==> src/rtl/cpu_boot_seq.sv <==
// cpu_boot_seq: boot/run sequencer for the accumulator cpu core.
// Loads data RAM and program ROM from a byte stream, then runs the core.
//
// Ports:
//   clk, rst                 clock (rising edge), sync active-high reset
//   start                    begin load+run, honoured only when not busy
//   s_valid/s_data/s_ready   byte stream handshake
//   ram_we/ram_waddr/wdata   RAM write port, one pulse per RAM byte
//   rom_we/rom_waddr/wdata   ROM write port, one pulse per {hi,lo} word
//   cpu_rstn/cpu_setn        core reset (active low) and run enable
//   cpu_idle                 core idle flag
//   busy/done/timeout        sequencer status
//   run_cycles               RUN cycles of the last run, saturating
module cpu_boot_seq #(
  parameter int          AMSB      = 7,
  parameter int          PMSB      = 7,
  parameter int          DMSB      = 7,
  parameter int          IMSB      = 15,
  parameter int          SETUP_CYC = 2,
  parameter int          MASK_CYC  = 2,
  parameter int unsigned MAX_RUN   = 1000
) (
  input  logic            clk,
  input  logic            rst,
  input  logic            start,
  input  logic            s_valid,
  input  logic [DMSB:0]   s_data,
  output logic            s_ready,
  output logic            ram_we,
  output logic [AMSB:0]   ram_waddr,
  output logic [DMSB:0]   ram_wdata,
  output logic            rom_we,
  output logic [PMSB:0]   rom_waddr,
  output logic [IMSB:0]   rom_wdata,
  output logic            cpu_rstn,
  output logic            cpu_setn,
  input  logic            cpu_idle,
  output logic            busy,
  output logic            done,
  output logic            timeout,
  output logic [31:0]     run_cycles
);

  localparam int AW = AMSB + 1;
  localparam int PW = PMSB + 1;
  localparam int IW = IMSB + 1;
  localparam int CW = 16;
  localparam int DRAIN_CYC = 2;

  typedef enum logic [2:0] {
    S_IDLE,
    S_LRAM,
    S_LLO,
    S_LHI,
    S_SETUP,
    S_RUN,
    S_DRAIN,
    S_DONE
  } state_t;

  state_t          state_q, state_d;
  logic [AMSB:0]   addr_q, addr_d;
  logic [PMSB:0]   pc_q, pc_d;
  logic [DMSB:0]   lo_q, lo_d;
  logic [CW-1:0]   cnt_q, cnt_d;
  logic [31:0]     run_q, run_d;
  logic            to_q, to_d;

  logic            ready_q, ready_d;
  logic            ram_we_q, ram_we_d;
  logic [AMSB:0]   ram_waddr_q, ram_waddr_d;
  logic [DMSB:0]   ram_wdata_q, ram_wdata_d;
  logic            rom_we_q, rom_we_d;
  logic [PMSB:0]   rom_waddr_q, rom_waddr_d;
  logic [IMSB:0]   rom_wdata_q, rom_wdata_d;
  logic            rstn_q, rstn_d;
  logic            setn_q, setn_d;
  logic            busy_q, busy_d;
  logic            done_q, done_d;

  logic            accept;
  logic [31:0]     run_inc;
  logic            idle_hit;
  logic            to_hit;

  // ready_q always mirrors "state_q is a load state", so it is the
  // handshake qualifier as well as the registered output
  assign accept  = s_valid & ready_q;
  assign run_inc = (run_q == '1) ? run_q : run_q + 32'd1;

  // idle is masked on the first MASK_CYC RUN cycles; the timeout
  // compares against the count including the current cycle
  assign idle_hit = cpu_idle && (run_q >= 32'(MASK_CYC));
  assign to_hit   = (MAX_RUN != 0) && (run_inc == 32'(MAX_RUN));

  always_comb begin
    state_d     = state_q;
    addr_d      = addr_q;
    pc_d        = pc_q;
    lo_d        = lo_q;
    cnt_d       = cnt_q;
    run_d       = run_q;
    to_d        = to_q;
    ram_we_d    = 1'b0;
    ram_waddr_d = ram_waddr_q;
    ram_wdata_d = ram_wdata_q;
    rom_we_d    = 1'b0;
    rom_waddr_d = rom_waddr_q;
    rom_wdata_d = rom_wdata_q;

    unique case (state_q)
      S_IDLE, S_DONE: begin
        if (start) begin
          state_d = S_LRAM;
          addr_d  = '0;
          pc_d    = '0;
          run_d   = '0;
          to_d    = 1'b0;
        end
      end
      S_LRAM: begin
        if (accept) begin
          ram_we_d    = 1'b1;
          ram_waddr_d = addr_q;
          ram_wdata_d = s_data;
          addr_d      = addr_q + AW'(1);
          if (addr_q == '1) begin
            state_d = S_LLO;
          end
        end
      end
      S_LLO: begin
        if (accept) begin
          lo_d    = s_data;
          state_d = S_LHI;
        end
      end
      S_LHI: begin
        if (accept) begin
          rom_we_d    = 1'b1;
          rom_waddr_d = pc_q;
          rom_wdata_d = IW'({s_data, lo_q});
          pc_d        = pc_q + PW'(1);
          cnt_d       = '0;
          if (pc_q != '1) begin
            state_d = S_LLO;
          end else if (SETUP_CYC == 0) begin
            state_d = S_RUN;
          end else begin
            state_d = S_SETUP;
          end
        end
      end
      S_SETUP: begin
        if (cnt_q == CW'(SETUP_CYC - 1)) begin
          state_d = S_RUN;
          cnt_d   = '0;
        end else begin
          cnt_d = cnt_q + CW'(1);
        end
      end
      S_RUN: begin
        run_d = run_inc;
        if (idle_hit) begin
          state_d = S_DRAIN;
          cnt_d   = '0;
        end else if (to_hit) begin
          state_d = S_DRAIN;
          cnt_d   = '0;
          to_d    = 1'b1;
        end
      end
      S_DRAIN: begin
        if (cnt_q == CW'(DRAIN_CYC - 1)) begin
          state_d = S_DONE;
          cnt_d   = '0;
        end else begin
          cnt_d = cnt_q + CW'(1);
        end
      end
    endcase
  end

  // status outputs are decoded from the next state so that the
  // registered copies line up with the state they describe
  always_comb begin
    ready_d = (state_d == S_LRAM) ||
              (state_d == S_LLO)  ||
              (state_d == S_LHI);
    rstn_d  = (state_d == S_SETUP) ||
              (state_d == S_RUN)   ||
              (state_d == S_DRAIN);
    setn_d  = (state_d == S_RUN);
    busy_d  = (state_d != S_IDLE) && (state_d != S_DONE);
    done_d  = (state_d == S_DONE);
  end

  always_ff @(posedge clk) begin
    if (rst) begin
      state_q     <= S_IDLE;
      addr_q      <= '0;
      pc_q        <= '0;
      lo_q        <= '0;
      cnt_q       <= '0;
      run_q       <= '0;
      to_q        <= 1'b0;
      ready_q     <= 1'b0;
      ram_we_q    <= 1'b0;
      ram_waddr_q <= '0;
      ram_wdata_q <= '0;
      rom_we_q    <= 1'b0;
      rom_waddr_q <= '0;
      rom_wdata_q <= '0;
      rstn_q      <= 1'b0;
      setn_q      <= 1'b0;
      busy_q      <= 1'b0;
      done_q      <= 1'b0;
    end else begin
      state_q     <= state_d;
      addr_q      <= addr_d;
      pc_q        <= pc_d;
      lo_q        <= lo_d;
      cnt_q       <= cnt_d;
      run_q       <= run_d;
      to_q        <= to_d;
      ready_q     <= ready_d;
      ram_we_q    <= ram_we_d;
      ram_waddr_q <= ram_waddr_d;
      ram_wdata_q <= ram_wdata_d;
      rom_we_q    <= rom_we_d;
      rom_waddr_q <= rom_waddr_d;
      rom_wdata_q <= rom_wdata_d;
      rstn_q      <= rstn_d;
      setn_q      <= setn_d;
      busy_q      <= busy_d;
      done_q      <= done_d;
    end
  end

  assign s_ready    = ready_q;
  assign ram_we     = ram_we_q;
  assign ram_waddr  = ram_waddr_q;
  assign ram_wdata  = ram_wdata_q;
  assign rom_we     = rom_we_q;
  assign rom_waddr  = rom_waddr_q;
  assign rom_wdata  = rom_wdata_q;
  assign cpu_rstn   = rstn_q;
  assign cpu_setn   = setn_q;
  assign busy       = busy_q;
  assign done       = done_q;
  assign timeout    = to_q;
  assign run_cycles = run_q;

endmodule

==> config.mk <==
export PLATFORM = sky130hd
export DESIGN_NAME = cpu_boot_seq
export DESIGN_NICKNAME = d
export VERILOG_FILES = /design/src/rtl/cpu_boot_seq.sv
export SDC_FILE = /design/constraint.sdc
export NUM_CORES = 1
export LEC_CHECK = 0
export CORE_MARGIN = 4
export CORE_UTILIZATION = 45
export DETAILED_ROUTE_END_ITERATION = 10
export HOLD_SLACK_MARGIN = 0.1
export PLACE_DENSITY_LB_ADDON = 0.25
export SLEW_MARGIN = 20
export SYNTH_ARGS = -nofsm -noshare
export SYNTH_HDL_FRONTEND = slang
export SYNTH_SLANG_ARGS = --single-unit
==> constraint.sdc <==
create_clock -name clk -period 3.3 [get_ports clk]
set_input_delay 0.825 -clock clk [delete_from_list [all_inputs] [get_ports clk]]
set_output_delay 0.825 -clock clk [all_outputs]
set_load 0.02 [all_outputs]
==> reports/results.tsv <==
metric	value	unit
# diodes	0	
worst reg2reg path depth	13	
Crit. End Element	flip-flop	
final setup fails	0	
first-pass GRT wire length	31900	µm
Fmax	320	MHz
Core Region	13300	µm²
HP Class	flip-flop to flip-flop	
CTS tree	built	
Max transition margin	0.426	
Area Overhead vs Synth	34.2	%
antenna violations before repair	0	
most common cell after layout, fill and taps aside	nand2_1	
Max Cap Viol	0	
top-area cell type share of the netlist area	0.397	
Clock Latency Late Sink	0.43	ns
unrepaired setup endpoints after global routing	no	
multi-input logic area	3480	µm²
Synth Net Count	822	
vias in the first global route	6141	
Peak VDD IR	360	µV
Seq/Total Area, Yosys	0.397	
synth warn	0	
Hold Crit Depth	2	
DP Wirelength	14100	µm
Nets	951	
Tcrit/Tclk final	0.947	
placed cell area	7630	µm²
fillers	1200	
Layout Skew	0.0122	ns
Yosys top cell by area	dfxtp_1	
H-Tree Depth	4	
Total GRT Usage	0.248	
maximum root-to-sink buffer count	2	
Hold Buf Count CTS	0	
worst r2r src	run_cycles[0]	
Top Ports	93	
synthesized area	6200	µm²
routed wire length	19800	µm
pin count of the biggest net entering global routing	44	
startpoint types	flip-flop	
EDFF count, synth	0	
FF/Latch Area	2470	µm²
CTS clock-pin slew for the worst setup and hold paths	0.06	ns
Residual DRC	0	
Root Buffer	clkbuf_16	
most frequent cells in the layout	nand2_1, dfxtp_1, clkdlybuf4s50_1, a21oi_1, buf_4	
Die Area	15700	µm²
Synth Register Bits	123	
Via Count	6564	
chip width	125	µm
Synth Area in Compound Gates	0.194	
chip height	125	µm
Synth Area in Adders	0.0121	
most common flop cell mapped by yosys	dfxtp_1	
r2r endpoint	cnt_q[0]	
worst-path fanout max	6	
DR pass1 iterations	5	
status	complete, no violations	
CP arrival	3.41	ns
antenna-violating nets left	0	
largest family of logic cells by synthesized area	simple AND/OR/NAND/NOR gates	
Starting Density	0.464	
end of the worst hold path	rom_wdata[3]	
P_leak	2.89	nW
WL/cell	17.6	µm
Hold Vio Cnt, Final	0	
Syn Area/Cell	7.72	µm²
# port buffers	92	
Post-Syn Instances	803	
Worst R2R Setup Slack	0.18	ns
fraction of registers with async set or reset after synthesis	0	
total gr overflow	0	
HP Start	rom_wdata[3]	
Fin Setup TNS	0	ns
post-synthesis xor/xnor area fraction	0.0297	
largest cells by area after synthesis	dfxtp_1, nand2_1, a21oi_1	
Final Max Tran Viols	0	
routability cong.	0.922	
post-synthesis mux area share	0.0131	
CTS Buf Count	17	
Least-Margin Pin Slew	0.858	ns
layout cells sized above 1	0.146	
Synth cell types	68	
design area	8320	µm²
fin crit period	3.12	ns
Setup CP Type	flip-flop to flip-flop	
post-synthesis simple-gate area fraction	0.303	
Initial DRC Count	663	
CP required	3.58	ns
CTS Sinks	123	
Pwr Density	429	nW/µm²
row count	42	
DR vias/cell	5.86	
[flip-flops by register name, indices dropped and copies added (netlist names), 3 cells and up]
name and count:
state_q 3, ram_waddr 8, addr_q 8, lo_q 8
run_cycles 32, pc_q 8, rom_wdata 16, cnt_q 16
ram_wdata 8, rom_waddr 8
[worst max-delay path by stage]
stage / slack [ns] / from / cells past startpoint / to
2_1_floorplan: 0.02 / run_cycles[4] / 13 / cnt_q[14]
3_3_place_gp: 0.02 / run_cycles[0] / 11 / cnt_q[14]
3_5_place_dp: -0.04 / run_cycles[0] / 11 / cnt_q[14]
4_1_cts: 0.06 / run_cycles[0] / 11 / cnt_q[14]
5_1_grt: 0.003 / run_cycles[16] / 13 / cnt_q[0]
6_report: 0.18 / run_cycles[0] / 13 / cnt_q[0]
[layer usage]
layer	track usage	vias to the layer above	routed length (µm)
li1	-	3135	-
met1	0.339	3101	8690
met2	0.390	289	9160
met3	0.0499	39	1510
met4	0.0893	0	425
met5	0	-	0
[Yosys cell counts (14+ instances only)]
library cell / count
nand2_1: 148
dfxtp_1: 123
a21oi_1: 86
nor2_1: 61
nand3_1: 42
clkbuf_1: 36
o21ai_0: 36
nor3_1: 30
nand4_1: 19
inv_1: 17
nor4_1: 15
or3_1: 14
xor2_1: 14
[area by class of cell]
| cell class | instances | area share |
|---|---|---|
| Inverter | 17 | 0.00767 |
| Clock buffer | 17 | 0.0511 |
| Timing Repair Buffer | 164 | 0.176 |
| Multi-Input combinational cell | 609 | 0.419 |
| Tap cell | 176 | 0.0265 |
| Sequential cell | 123 | 0.297 |
| Clock inverter | 15 | 0.0232 |
[stage by stage]
step	std cells	hold WS [ns]	util	power (mW)	worst slack [ns]
3_5_place_dp	1086	0.448	0.572	1.64	-0.0439
4_1_cts	1118	0.456	0.618	3.59	0.0554
6_report	1121	0.455	0.623	3.57	0.176
2_1_floorplan	803	0.432	-	1.59	0.0176
5_1_grt	1121	0.464	0.623	3.67	0.00256
3_3_place_gp	1086	0.442	0.572	1.64	0.0217
[power by group]
| part | total (mW) | leakage [nW] | switching [mW] | internal [mW] |
|---|---|---|---|---|
| sequential | 1.50 | 0.993 | 0.00696 | 1.49 |
| clock | 1.95 | 0.300 | 0.749 | 1.20 |
| combinational | 0.118 | 1.60 | 0.0768 | 0.0417 |
[worst max-delay path: stages (launching register included)]
cell and delay, ns:
dfxtp_4 0.36, ha_4 0.15, nand4_4 0.14, or4_4 0.58, buf_6 0.16, o211ai_4 0.19, xor2_1 0.18, nand3_1 0.14
nor4_4 0.36, a21oi_2 0.13, buf_4 0.15, o211ai_1 0.17, buf_4 0.18, mux2i_1 0.08
[kinds of logic after synthesis]
family          after synthesis
simple gates                380
compound gates              194
flops                       123
buf+inv                      71
xor+xnor                     21
mux                           8
fa+ha+maj                     6
[timing repair]
item                       in CTS  in global routing
gates resized for setup         1                 11
pin swaps                       0                  8
setup buffers                   0                  3
setup endpoints to repair       3                 20
(Power assumes the default switching activity.)
